### src/rtl/mips_mem_arbiter.sv
// Three-port (loader > data > fetch) arbiter onto a single-port synchronous memory.
// Optional fetch anti-starvation enabled by defining MIPS_ARB_STARVE_EN.
module mips_mem_arbiter #(
   parameter int AW           = 10,
   parameter int DW           = 32,
   parameter int STARVE_LIMIT = 4
) (
   input  logic          clk1,
   input  logic          rst_n,
   input  logic          ld_req,
   input  logic          ld_we,
   input  logic [AW-1:0] ld_addr,
   input  logic [DW-1:0] ld_wdata,
   output logic [DW-1:0] ld_rdata,
   output logic          ld_ack,
   input  logic          d_req,
   input  logic          d_we,
   input  logic [AW-1:0] d_addr,
   input  logic [DW-1:0] d_wdata,
   output logic [DW-1:0] d_rdata,
   output logic          d_ack,
   input  logic          if_req,
   input  logic [AW-1:0] if_addr,
   output logic [DW-1:0] if_rdata,
   output logic          if_ack,
   output logic          mem_en,
   output logic          mem_we,
   output logic [AW-1:0] mem_addr,
   output logic [DW-1:0] mem_wdata,
   input  logic [DW-1:0] mem_rdata,
   output logic          busy
);

   typedef enum logic [1:0] {IDLE = 2'd0, MEM = 2'd1, ACK = 2'd2} state_t;
   typedef enum logic [1:0] {W_LD = 2'd0, W_D = 2'd1, W_IF = 2'd2} win_t;

   state_t        state_r;
   win_t          win_r;
   win_t          win_s;
   logic          grant_s;
   logic          starve_force_s;
   logic          we_r;
   logic          we_s;
   logic [AW-1:0] addr_s;
   logic [DW-1:0] wdata_s;
   logic [DW-1:0] rsp_s;
   logic          mem_en_r;
   logic          mem_we_r;
   logic [AW-1:0] mem_addr_r;
   logic [DW-1:0] mem_wdata_r;
   logic          busy_r;
   logic          ld_ack_r;
   logic          d_ack_r;
   logic          if_ack_r;
   logic [DW-1:0] ld_rdata_r;
   logic [DW-1:0] d_rdata_r;
   logic [DW-1:0] if_rdata_r;

`ifdef MIPS_ARB_STARVE_EN
   localparam int CW = $clog2(STARVE_LIMIT + 1);
   localparam logic [CW-1:0] LIMIT_C = CW'(STARVE_LIMIT);

   logic [CW-1:0] starve_cnt_r;

   assign starve_force_s = (starve_cnt_r == LIMIT_C);

   // Count IDLE grants lost by a waiting fetch; any fetch grant or idle fetch clears it
   always_ff @(posedge clk1 or negedge rst_n) begin
      if (!rst_n) begin
         starve_cnt_r <= '0;
      end else if (state_r == IDLE) begin
         if (!if_req) begin
            starve_cnt_r <= '0;
         end else if (grant_s && (win_s == W_IF)) begin
            starve_cnt_r <= '0;
         end else if (grant_s && !starve_force_s) begin
            starve_cnt_r <= starve_cnt_r + CW'(1);
         end else begin
            starve_cnt_r <= starve_cnt_r;
         end
      end else begin
         starve_cnt_r <= starve_cnt_r;
      end
   end
`else
   assign starve_force_s = 1'b0;
`endif

   // Winner selection; a starved fetch jumps ahead of data but never ahead of the loader
   always_comb begin
      grant_s = 1'b0;
      win_s   = W_LD;
      if (ld_req) begin
         grant_s = 1'b1;
         win_s   = W_LD;
      end else if (starve_force_s && if_req) begin
         grant_s = 1'b1;
         win_s   = W_IF;
      end else if (d_req) begin
         grant_s = 1'b1;
         win_s   = W_D;
      end else if (if_req) begin
         grant_s = 1'b1;
         win_s   = W_IF;
      end else begin
         grant_s = 1'b0;
         win_s   = W_LD;
      end
   end

   // Request fields of the selected port; fetch is read-only
   always_comb begin
      addr_s  = '0;
      we_s    = 1'b0;
      wdata_s = '0;
      case (win_s)
         W_LD: begin
            addr_s  = ld_addr;
            we_s    = ld_we;
            wdata_s = ld_wdata;
         end
         W_D: begin
            addr_s  = d_addr;
            we_s    = d_we;
            wdata_s = d_wdata;
         end
         W_IF: begin
            addr_s  = if_addr;
            we_s    = 1'b0;
            wdata_s = '0;
         end
         default: begin
            addr_s  = '0;
            we_s    = 1'b0;
            wdata_s = '0;
         end
      endcase
   end

   // Write grants return zero so the rdata of a write is deterministic
   assign rsp_s = we_r ? '0 : mem_rdata;

   // Transaction FSM: IDLE latches the winner, MEM strobes memory, ACK returns data
   always_ff @(posedge clk1 or negedge rst_n) begin
      if (!rst_n) begin
         state_r     <= IDLE;
         win_r       <= W_LD;
         we_r        <= 1'b0;
         mem_en_r    <= 1'b0;
         mem_we_r    <= 1'b0;
         mem_addr_r  <= '0;
         mem_wdata_r <= '0;
         busy_r      <= 1'b0;
         ld_ack_r    <= 1'b0;
         d_ack_r     <= 1'b0;
         if_ack_r    <= 1'b0;
         ld_rdata_r  <= '0;
         d_rdata_r   <= '0;
         if_rdata_r  <= '0;
      end else begin
         case (state_r)
            IDLE: begin
               if (grant_s) begin
                  state_r     <= MEM;
                  win_r       <= win_s;
                  we_r        <= we_s;
                  mem_en_r    <= 1'b1;
                  mem_we_r    <= we_s;
                  mem_addr_r  <= addr_s;
                  mem_wdata_r <= wdata_s;
                  busy_r      <= 1'b1;
               end else begin
                  state_r <= IDLE;
               end
            end
            MEM: begin
               state_r  <= ACK;
               mem_en_r <= 1'b0;
               mem_we_r <= 1'b0;
               ld_ack_r <= (win_r == W_LD);
               d_ack_r  <= (win_r == W_D);
               if_ack_r <= (win_r == W_IF);
            end
            ACK: begin
               state_r  <= IDLE;
               busy_r   <= 1'b0;
               ld_ack_r <= 1'b0;
               d_ack_r  <= 1'b0;
               if_ack_r <= 1'b0;
               case (win_r)
                  W_LD:    ld_rdata_r <= rsp_s;
                  W_D:     d_rdata_r  <= rsp_s;
                  W_IF:    if_rdata_r <= rsp_s;
                  default: ld_rdata_r <= ld_rdata_r;
               endcase
            end
            default: begin
               state_r  <= IDLE;
               mem_en_r <= 1'b0;
               mem_we_r <= 1'b0;
               busy_r   <= 1'b0;
               ld_ack_r <= 1'b0;
               d_ack_r  <= 1'b0;
               if_ack_r <= 1'b0;
            end
         endcase
      end
   end

   // Read data passes straight through during ACK, then the held copy takes over
   always_comb begin
      if (ld_ack_r) begin
         ld_rdata = rsp_s;
      end else begin
         ld_rdata = ld_rdata_r;
      end
      if (d_ack_r) begin
         d_rdata = rsp_s;
      end else begin
         d_rdata = d_rdata_r;
      end
      if (if_ack_r) begin
         if_rdata = rsp_s;
      end else begin
         if_rdata = if_rdata_r;
      end
   end

   assign ld_ack    = ld_ack_r;
   assign d_ack     = d_ack_r;
   assign if_ack    = if_ack_r;
   assign mem_en    = mem_en_r;
   assign mem_we    = mem_we_r;
   assign mem_addr  = mem_addr_r;
   assign mem_wdata = mem_wdata_r;
   assign busy      = busy_r;

endmodule
### config.mk
export PLATFORM = sky130hd
export DESIGN_NAME = mips_mem_arbiter
export DESIGN_NICKNAME = d
export VERILOG_FILES = /design/src/rtl/mips_mem_arbiter.sv
export SDC_FILE = /design/constraint.sdc
export NUM_CORES = 1
export LEC_CHECK = 0
export ABC_CLOCK_PERIOD_IN_PS = 1800
export CAP_MARGIN = 20
export CORE_MARGIN = 2
export CORE_UTILIZATION = 25
export CTS_BUF_LIST = sky130_fd_sc_hd__clkbuf_16
export DETAILED_ROUTE_END_ITERATION = 8
export GPL_ROUTABILITY_DRIVEN = 0
export GPL_TIMING_DRIVEN = 0
export PLACE_DENSITY_LB_ADDON = 0.05
export SYNTH_ARGS = -nofsm -noshare
export SYNTH_HDL_FRONTEND = slang
export SYNTH_SLANG_ARGS = --single-unit
export TNS_END_PERCENT = 100
### constraint.sdc
create_clock -name clk1 -period 1.8 [get_ports clk1]
set_input_delay 0.18 -clock clk1 [delete_from_list [all_inputs] [get_ports clk1]]
set_output_delay 0.18 -clock clk1 [all_outputs]
set_load 0.01 [all_outputs]
==> results.ini <==
[yosys]
yosysSeqAreaShare=0.4915
yosys-top-cells-count=dfrtp_1, nand2_1, mux2_2
syn_area_um2=7586
syn_area_per_cell_um2=10.46
synth.most_common_cell=dfrtp_1
synthCells=725
synthAdderAreaFrac=0
synth_top_family_by_area=compound AO/OA/AOI/OAI gates
synth_compound_area_frac=0.1837
synth_simple_gate_area_frac=0.1382
muxShareOfSynthArea=0.1438
yosysTopAreaCellShare=0.4915
ys_types=31
ys_ff_latch=149
synth_ff_type=dfrtp_1
syn-num-nets=858
synth.largest_area_cell=dfrtp_1
yosysWarnings=0
yosys-top-cells-area=dfrtp_1, mux2_2, nand2_1
synth_edf_count=0
synthArstFlopShare=1.000
synth_xor_area_frac=0

[flow_run]
maxCapViolations=0

[layout]
finalNetCount=1189
ff_latch_area_um2=3729
fillers=2923
num_antenna_cells=0
multiInputGateArea_um2=4088
area_growth_pct=70.66
drive_gt1_frac=0.3517
utilization=0.4345

[worst_setup_path]
crit_required_ns=1.62
reg2reg_from=we_r
cp-startpoint=d_ack
cp-end-kind=primary output
r2r-end=d_rdata_r[7]
cp_max_fo=8
crit_end=d_rdata[10]
arrival_ns=1.69
rr_worst_depth=6
crit_type=reg2out
worst-r2r-setup-slack_ns=0.16
critPathLaunchType=register

[clocking]
clock-root-buffer=clkbuf_16
cts_tree=done
clk_latency_ns=0.42
cts_made_buffers=17
cts.sinks=149
h-tree-depth=4
clk_path_buf_depth=2
cts.clk_slew.worst_paths_ns=0.06

[sta]
rsz0062_at_grt=true
postLayoutSetupSlackWorst_ns=-0.06943
finalCriticalPeriod_ns=1.869
fin_setup_tns_ns=-2.424
fin_crit_sh=1.039
finalHoldViolations=0
slew_violations=0
fin_skew_ns=0.01069
setup_viol=61
fmax_ghz=0.5349
slew_headroom=0.5739
tightestPinTransition_ns=0.6392

[placement]
numPortBuffers=275
post-dp-hpwl_um=19080

[floorplanning]
die_h_um=178.2
coreArea_um2=29800
start_util=0.2546
fp-row-count=63
dieArea_um2=31750
io_pins=277
die_w_um=178.2

[global_route]
groute.usage.overall=0.1798
grt_pass1_wl_um=43080
grt_pass1_vias=7179
antenna_found_initial=1
grt_start_max_net_pins=78
grt_remaining_overflow=0

[pwr]
clockPowerShare=0.160
switching_power_w=0.008567
finalPower_w=0.02420
ir_drop_uv=593.0
p_comb_frac=0.600
sw_frac_of_total=0.3540
seqPwrFrac=0.241
power_density_nw_per_um2=1869
p_leak_nw=5.777
p_int_w=0.01563

[status]
outcome=finished with violations
violations=negative setup slack

[drt]
ant_nets=0
routed_via_density=4.607
vias=6722
firstDrtPassIters=4
wl_um=28420
drt_iter0_markers=299
post-route-drc-count=0
wl_per_cell_um=19.48

[worst_hold_path]
hold_path_class=in2reg
worstHoldStart=d_req

-- sequential cells by signal, summed over array words and instances, names as in the netlist, 2 cells and up --
name        flops
if_rdata_r     32
ld_rdata_r     32
d_rdata_r      32
mem_wdata      32
mem_addr       10
win_r           2
state_r         2
-- kinds of logic after synthesis --
kind of cell           after synthesis
multiplexers                        97
flip-flops                         149
AND/OR/NAND/NOR                    208
buffers and inverters               67
AO/OA/AOI/OAI                      204
-- stage by stage --
step / instances / hold WS [ns] / setup WS [ns] / instance area (um2)
floorplan: 725 / -0.1156 / 0.2841 / 7586
global placement: 1390 / 0.4560 / -6.195 / 10830
detailed placement: 1391 / 0.2035 / -0.6688 / 10860
CTS: 1449 / 0.2709 / -0.1582 / 12600
global route: 1459 / 0.3293 / -0.1551 / 12950
finish: 1459 / 0.2957 / -0.06943 / 12950
-- worst max-delay path: stages, from the launching register on --
cell,delay [ns]
dfrtp_1,0.40
clkbuf_16,0.19
buf_12,0.15
buf_12,0.12
mux2_4,0.30
buf_6,0.12
-- worst min path at each step --
| stage | end | depth (start not counted) | slack (ns) |
|---|---|---|---|
| floorplan | busy | 0 | -0.12 |
| global placement | ld_rdata_r[25] | 2 | 0.46 |
| detailed placement | d_rdata_r[10] | 1 | 0.20 |
| CTS | mem_addr[0] | 4 | 0.27 |
| global route | mem_addr[1] | 3 | 0.33 |
| finish | mem_addr[0] | 4 | 0.30 |
-- power groups by stage --
stage / clock (W) / sequential (W) / combinational, W
after global placement: 0 / 0.00582 / 0.0113
after detailed placement: 0 / 0.00580 / 0.0113
after global routing: 0.00410 / 0.00604 / 0.0156
after CTS: 0.00397 / 0.00582 / 0.0140
after floorplan: 0 / 0.00580 / 0.00548
final: 0.00386 / 0.00582 / 0.0145
-- per-layer routing --
layer	share of wire	wire, um	vias to the layer above	track usage
met1	0.44	12620	3254	0.2325
met2	0.47	13360	220	0.2968
met5	0.00042	12	-	0
li1	-	-	3219	-
met3	0.067	1911	27	0.04433
met4	0.018	513	2	0.05386
-- repair_timing --
item,4_1_cts,5_1_grt
buffers inserted,18,12
endpoints found under the hold margin,76,0
hold buffers,1,0
setup endpoints to repair,107,166
gates cloned,7,1
gates resized for setup,622,104
-- layout make-up --
| type | instances | share of cell area |
|---|---|---|
| repair buffers | 312 | 0.2610 |
| inverters | 3 | 0.0008698 |
| flip-flops and latches | 149 | 0.2880 |
| clock inverters | 15 | 0.01575 |
| multi-input cells | 509 | 0.3157 |
| plain buffers | 64 | 0.04803 |
| clock buffers | 17 | 0.03286 |
| well taps | 390 | 0.03769 |
-- layout by cell type, fill, tap and decap left out, drive strengths merged --
cell type / Yosys / layout
nand2: 117 / 117
mux2i: 1 / 1
clkbuf: 33 / 62
nand3b: 12 / 12
a31oi: 10 / 10
a21oi: 13 / 13
dfrtp: 149 / 149
a21o: 11 / 11
clkinvlp: 0 / 2
nor2b: 36 / 36
and2: 1 / 1
nand4bb: 2 / 2
o2bb2ai: 33 / 33
buf: 31 / 152
inv: 3 / 7
or4b: 1 / 1
or3: 1 / 1
o21ai: 103 / 103
nor3: 1 / 1
o21bai: 1 / 1
clkinv: 0 / 5
nor2: 3 / 3
dlygate4sd3: 0 / 1
a22oi: 33 / 33
clkdlybuf4s50: 0 / 178
mux2: 96 / 96
bufinv: 0 / 4
nand2b: 34 / 34
No activity file was read; power rests on OpenSTA's default activity.
